[config.mk]
export PLATFORM = sky130hd
export DESIGN_NAME = multicycle_ctrl
export DESIGN_NICKNAME = d
export VERILOG_FILES = /design/src/rtl/multicycle_ctrl.sv
export SDC_FILE = /design/constraint.sdc
export NUM_CORES = 1
export LEC_CHECK = 0
export CORE_AREA = 2 2 103 105
export DETAILED_ROUTE_END_ITERATION = 8
export DIE_AREA = 0 0 105 107
export PLACE_DENSITY = 0.59
export SYNTH_ARGS = -nofsm -noshare
export SYNTH_HDL_FRONTEND = slang
export SYNTH_SLANG_ARGS = --single-unit
export TNS_END_PERCENT = 5
[constraint.sdc]
create_clock -name clk -period 5.7 [get_ports clk]
set_input_delay 1.14 -clock clk [delete_from_list [all_inputs] [get_ports clk]]
set_output_delay 1.14 -clock clk [all_outputs]
set_load 0.03 [all_outputs]
[src/rtl/multicycle_ctrl.sv]
// Multi-cycle RV32I control sequencer.
// One memory port is shared between instruction fetch and load/store.
// The block also owns the memory handshake, a wait-cycle watchdog, the
// retired-instruction counter and a sticky illegal-opcode/timeout trap.
module multicycle_ctrl #(
  parameter int unsigned TIMEOUT = 16,
  parameter int unsigned CNT_W   = 32
) (
  input  logic             clk,
  input  logic             rst_n,
  input  logic             run,
  input  logic [6:0]       opcode,
  input  logic [2:0]       funct3,
  input  logic             zero,
  input  logic             mem_ready,
  output logic             mem_req,
  output logic             mem_we,
  output logic             addr_sel,
  output logic             pc_write,
  output logic             ir_write,
  output logic             reg_write,
  output logic [1:0]       alu_src_a,
  output logic [1:0]       alu_src_b,
  output logic [2:0]       imm_src,
  output logic [1:0]       alu_op,
  output logic [1:0]       result_src,
  output logic             illegal,
  output logic             trap_cause,
  output logic [CNT_W-1:0] instret,
  output logic [3:0]       state
);

  typedef enum logic [3:0] {
    S_FETCH    = 4'd0,
    S_DECODE   = 4'd1,
    S_EXEC_R   = 4'd2,
    S_EXEC_I   = 4'd3,
    S_MEM_ADDR = 4'd4,
    S_MEM_RD   = 4'd5,
    S_MEM_WR   = 4'd6,
    S_WB_ALU   = 4'd7,
    S_WB_MEM   = 4'd8,
    S_BRANCH   = 4'd9,
    S_TRAP     = 4'd10
  } state_e;

  localparam logic [6:0] OP_R      = 7'b0110011;
  localparam logic [6:0] OP_I      = 7'b0010011;
  localparam logic [6:0] OP_LOAD   = 7'b0000011;
  localparam logic [6:0] OP_STORE  = 7'b0100011;
  localparam logic [6:0] OP_BRANCH = 7'b1100011;

  localparam int unsigned WAIT_W = (TIMEOUT > 0) ? $clog2(TIMEOUT + 1) : 1;
  // The trap fires on the last not-ready cycle, i.e. when the count would reach TIMEOUT.
  localparam logic [WAIT_W-1:0] WAIT_LIMIT = (TIMEOUT > 0) ? WAIT_W'(TIMEOUT - 1) : '0;

  state_e             state_q, state_d;
  logic [WAIT_W-1:0]  wait_q, wait_d;
  logic               fetch_pend_q, fetch_pend_d;
  logic               illegal_q, illegal_d;
  logic               cause_q, cause_d;
  logic [CNT_W-1:0]   instret_q, instret_d;

  logic               fetch_req;
  logic               mem_req_int;
  logic               timeout_hit;
  logic               retire;

  // Request qualification: once a fetch request is raised it is held until ready.
  always_comb begin
    fetch_req   = run | fetch_pend_q;
    mem_req_int = ((state_q == S_FETCH) && fetch_req) ||
                  (state_q == S_MEM_RD) || (state_q == S_MEM_WR);
    timeout_hit = (TIMEOUT != 0) && mem_req_int && !mem_ready && (wait_q == WAIT_LIMIT);
  end

  // Next-state, watchdog, trap and retire bookkeeping.
  always_comb begin
    state_d      = state_q;
    fetch_pend_d = 1'b0;
    illegal_d    = illegal_q;
    cause_d      = cause_q;
    retire       = 1'b0;

    case (state_q)
      S_FETCH: begin
        if (fetch_req) begin
          if (mem_ready) begin
            state_d = S_DECODE;
          end else if (timeout_hit) begin
            state_d = S_TRAP;
          end else begin
            fetch_pend_d = 1'b1;
          end
        end
      end
      S_DECODE: begin
        case (opcode)
          OP_R:               state_d = S_EXEC_R;
          OP_I:               state_d = S_EXEC_I;
          OP_LOAD, OP_STORE:  state_d = S_MEM_ADDR;
          OP_BRANCH:          state_d = S_BRANCH;
          default:            state_d = S_TRAP;
        endcase
      end
      S_EXEC_R, S_EXEC_I: state_d = S_WB_ALU;
      S_MEM_ADDR: state_d = (opcode == OP_LOAD) ? S_MEM_RD : S_MEM_WR;
      S_MEM_RD: begin
        if (mem_ready) begin
          state_d = S_WB_MEM;
        end else if (timeout_hit) begin
          state_d = S_TRAP;
        end
      end
      S_MEM_WR: begin
        if (mem_ready) begin
          state_d = S_FETCH;
          retire  = 1'b1;
        end else if (timeout_hit) begin
          state_d = S_TRAP;
        end
      end
      S_WB_ALU, S_WB_MEM, S_BRANCH: begin
        state_d = S_FETCH;
        retire  = 1'b1;
      end
      S_TRAP:  state_d = S_TRAP;
      default: state_d = S_FETCH;
    endcase

    if ((state_d == S_TRAP) && (state_q != S_TRAP)) begin
      illegal_d = 1'b1;
      cause_d   = timeout_hit;
    end

    // Any state change is an entry into a fresh wait window.
    if (state_d != state_q) begin
      wait_d = '0;
    end else if (mem_req_int && !mem_ready) begin
      wait_d = wait_q + WAIT_W'(1);
    end else begin
      wait_d = wait_q;
    end

    instret_d = retire ? instret_q + CNT_W'(1) : instret_q;
  end

  // State and bookkeeping registers.
  always_ff @(posedge clk or negedge rst_n) begin
    if (!rst_n) begin
      state_q      <= S_FETCH;
      wait_q       <= '0;
      fetch_pend_q <= 1'b0;
      illegal_q    <= 1'b0;
      cause_q      <= 1'b0;
      instret_q    <= '0;
    end else begin
      state_q      <= state_d;
      wait_q       <= wait_d;
      fetch_pend_q <= fetch_pend_d;
      illegal_q    <= illegal_d;
      cause_q      <= cause_d;
      instret_q    <= instret_d;
    end
  end

  // Control outputs decoded from the current state; forced low while in reset.
  always_comb begin
    mem_req    = 1'b0;
    mem_we     = 1'b0;
    addr_sel   = 1'b0;
    pc_write   = 1'b0;
    ir_write   = 1'b0;
    reg_write  = 1'b0;
    alu_src_a  = 2'b00;
    alu_src_b  = 2'b00;
    imm_src    = 3'b000;
    alu_op     = 2'b00;
    result_src = 2'b00;

    if (rst_n) begin
      mem_req = mem_req_int;
      case (state_q)
        S_FETCH: begin
          if (fetch_req && mem_ready) begin
            ir_write   = 1'b1;
            pc_write   = 1'b1;
            alu_src_a  = 2'b00;
            alu_src_b  = 2'b10;
            alu_op     = 2'b00;
            result_src = 2'b10;
          end
        end
        S_DECODE: begin
          alu_src_a = 2'b01;
          alu_src_b = 2'b01;
          imm_src   = 3'b010;
          alu_op    = 2'b00;
        end
        S_EXEC_R: begin
          alu_src_a = 2'b10;
          alu_src_b = 2'b00;
          alu_op    = 2'b10;
        end
        S_EXEC_I: begin
          alu_src_a = 2'b10;
          alu_src_b = 2'b01;
          imm_src   = 3'b000;
          alu_op    = 2'b10;
        end
        S_MEM_ADDR: begin
          alu_src_a = 2'b10;
          alu_src_b = 2'b01;
          alu_op    = 2'b00;
          imm_src   = (opcode == OP_LOAD) ? 3'b000 : 3'b001;
        end
        S_MEM_RD: begin
          addr_sel = 1'b1;
        end
        S_MEM_WR: begin
          addr_sel = 1'b1;
          mem_we   = 1'b1;
        end
        S_WB_ALU: begin
          reg_write  = 1'b1;
          result_src = 2'b00;
        end
        S_WB_MEM: begin
          reg_write  = 1'b1;
          result_src = 2'b01;
        end
        S_BRANCH: begin
          alu_src_a  = 2'b10;
          alu_src_b  = 2'b00;
          alu_op     = 2'b01;
          result_src = 2'b00;
          case (funct3)
            3'b000:  pc_write = zero;
            3'b001:  pc_write = !zero;
            default: pc_write = 1'b0;
          endcase
        end
        default: ;
      endcase
    end
  end

  assign illegal    = illegal_q;
  assign trap_cause = cause_q;
  assign instret    = instret_q;
  assign state      = state_q;

endmodule
==> run summary <==
After synthesis, the netlist uses between 50 and 60 different library cells. The half-perimeter wire length after placement is around 4500 um. The count of unresolved DRC violations after routing is 0. Once layout is complete, the utilization of the core stands at 33.4%. The total of buffers placed on input and output ports is 68. The total routing resource utilization after global routing is 11.6%. The final critical-path share of the clock period came out at about three quarters. Entering global routing, the biggest net connects 44 pins. For this run, the leading register cell type out of synthesis is dfrtp_1. The number of setup buffers added after CTS is 0.

Headroom to the max-slew limit came out at 39.1%. The final-report max-slew violation count is 0. The die area came out at about 11,000 um2. For flop-to-flop paths, the worst setup slack is slightly below 3 ns. The number of cell rows came out at 37. The worst setup path is captured at an output port. The post-CTS resize count came out at 0. The top layer reached by signal wires is met4.

The count of clock tree sinks is 44. The kind of start point of the critical path is an input port. The path class of the tightest hold or removal check is reg2reg. The tree is rooted in a clkbuf_8. On the worst path, the slowest cell contributes a delay of about 0.66 ns. The total power divided by cell area came out at ~380 nW/um2. The final net count is 340.

The type of the worst setup path is in2out. Compared with the post-synthesis result, the final layout area differs by 35.1%. The number of levels in the clock H-tree is 2. The max capacitance violation total is 0.

Detailed routing placed a total of 318 um of wire on met3. The wire length of the first global-routing pass is 10,600 um. The time the worst path needs with I/O delays and setup came out at 4.26 ns. The worst register-to-register path begins at wait_q[0]$_DFFE_PN0P_.

In the detailed route, the total length drawn on met2 is 2940 um. In the routed layout, each cell is associated on average with a via count of roughly 4.6. The routed length on met1 is 2800 um.

The share of flip-flops with an asynchronous set or reset after synthesis is 100%. The signal on the critical path passes through clkdlybuf4s50_1 -> or2_2 -> nand2_1 -> nor3_1 -> and3_1 -> a21o_1 -> clkdlybuf4s50_1. In this run the count of I/O pins placed on the die edge is 70. The length of the first detailed-routing pass in iterations is 4. The clock edge transition at the registers on the reported setup and hold paths is 0.08 ns. The total wirelength of the detailed-routed design came out at 6140 um.

Across the routed clock network, the largest skew measured is 0.00705 ns. The number of enable flip-flop cells after synthesis is 0. The post-synthesis sequential area ratio is 44.1%. Along the worst hold path, the cell count comes to 1.

The transition time of the tightest slew-check pin came out at 0.914 ns. In the final routed layout, each cell accounts on average for 13.4 um. The via count of the first global-routing pass was 2,091. The endpoint of the worst register-to-register path is wait_q[4]$_DFFE_PN0P_. Setup repair after global routing left no endpoint under its margin. The chip height came out at 107 um. The count of synthesis-stage warnings from yosys is 0. The worst hold margin came out at 0.472 ns.

The path with the worst hold slack has its endpoint at instret[31]$_DFFE_PN0P_. The initial detailed-routing violation count is 52. The maximum count of clock buffers along a single path is 2. The synthesized design contains 44 register bits. The total power is 1.28 mW. The setup slack after placement is between 1 and 1.5 ns. The total overflow left after global routing is 0. The library cell used most frequently in the layout, excluding fill and tap cells, is clkdlybuf4s50_1. The critical path's most frequent cell is clkdlybuf4s50_1.

The worst reg-to-reg path cell count is 9. In the layout the commonest cells are clkdlybuf4s50_1, dfrtp_1, nand2_1, xnor2_1, nor2_1. Setup violations remaining at the end of the flow were counted as 0. The number of hold-slack violations in the final timing report came out at 0. The number of antenna violations at the first check in global routing was 0. The clock latency at the later pin of the worst-skew pair came out at 0.29 ns. The startpoint identified for the worst hold timing path is instret[31]$_DFFE_PN0P_.

The setup total negative slack is 0 ns. The worst voltage drop across the vdd grid came out at 193 uV. The maximum operating frequency came out at 235 MHz.

The setup slack after layout came out at around 1.4 ns. The total clock buffers created by CTS came out at 5. Synthesis handed over a netlist of 262 instances. In the final layout, the share of cells above drive strength 1 is 6.81%. The static leakage power came out at 1.41 nW.

The final weighted congestion in routability-driven placement is 0.820. The diode insertion count for antenna repair is 0. Of all nets on the critical path, the largest fanout is 5.

The run finished with clean final reports. Among all stages on the critical path, the largest delay is contributed by clkdlybuf4s50_1. The die is between 100 and 150 um wide. After floorplanning, the core was sized to cover 10,100 um2. Data on the critical path arrives at its endpoint at 3.12 ns. The effective utilization at floorplan came out at 24.8%. A synthesized cell averages 9.54 um2. The area of the mapped netlist came out at 2500 um2. The vias after detailed routing came out at 2,109.

TritonCTS built the clock tree. The number of nets in the synthesized netlist is 280. The count of antenna-violating nets left after detailed routing is 0.

The critical path required time is 4.56 ns. The number of fill cells in the layout is 1,100. In this run, post-CTS hold repair placed 0 buffers.
[synth_stat cells, drive strengths merged, types with 6 or more instances]
master / number / area [um2]
nand4: 8 / 50.1
buf: 10 / 62.6
nand2: 28 / 105
nor3: 9 / 45.0
dfrtp: 44 / 1100
xor2: 11 / 104
and3: 14 / 87.6
nor2: 18 / 67.6
clkbuf: 6 / 22.5
a21oi: 8 / 43.8
nand3: 12 / 60.1
xnor2: 25 / 219
and2: 6 / 37.5
[sequential cells by signal (all words and copies together) (netlist names)]
name          flops
trap_cause        1
fetch_pend_q      1
instret          32
wait_q            5
state             4
illegal           1
[metrics by stage]
step / instance area (um2) / instances
after global routing: 3370 / 459
after CTS: 3370 / 459
final: 3370 / 459
after detailed placement: 3270 / 451
after global placement: 3270 / 451
after floorplan: 2500 / 262
[metal layers]
layer | track usage (%) | vias up
met3 | 2.98 | 8
met4 | 2.86 | 0
met2 | 19.7 | 56
met1 | 14.8 | 1014
met5 | 0 | -
li1 | - | 1031
[area by class of cell]
cell class	count	area (um2)	area share [%]
Tap cell	136	170	5.04
Sequential cell	44	1100	32.6
Multi-Input combinational cell	197	1290	38.3
Timing Repair Buffer	69	683	20.2
Clock inverter	2	35.0	1.04
Inverter	5	18.8	0.556
Clock buffer	6	72.6	2.15
[where the power goes]
part	total (mW)	leakage [nW]	internal, mW	switching [mW]
clock	0.236	0.0552	0.130	0.106
combinational	0.578	0.767	0.253	0.325
sequential	0.464	0.590	0.351	0.113
[critical path, delay by kind of cell]
| family | cells | cell delay [ns] |
|---|---|---|
| AOI/OAI and AO/OA | 1 | 0.08 |
| buffers and inverters | 2 | 1.11 |
| and+or+nand+nor | 4 | 0.79 |
[kinds of logic after synthesis]
logic type | share of synthesized area (%)
adder cells (fa/ha/maj) | 1.50
XOR/XNOR | 12.9
other | 0.150
flip-flops | 44.1
multiplexers | 0.451
AO/OA/AOI/OAI | 10.4
AND/OR/NAND/NOR | 26.4
buffers and inverters | 4.16
[worst max path at each step]
stage / start / to / slack (ns) / cells past startpoint
after floorplan: run / pc_write / 2.35 / 5
after global placement: run / pc_write / 1.44 / 7
after detailed placement: run / pc_write / 1.42 / 7
after CTS: run / pc_write / 1.42 / 7
after global routing: run / pc_write / 1.28 / 7
final: run / pc_write / 1.44 / 7
(Power assumes the default switching activity.)
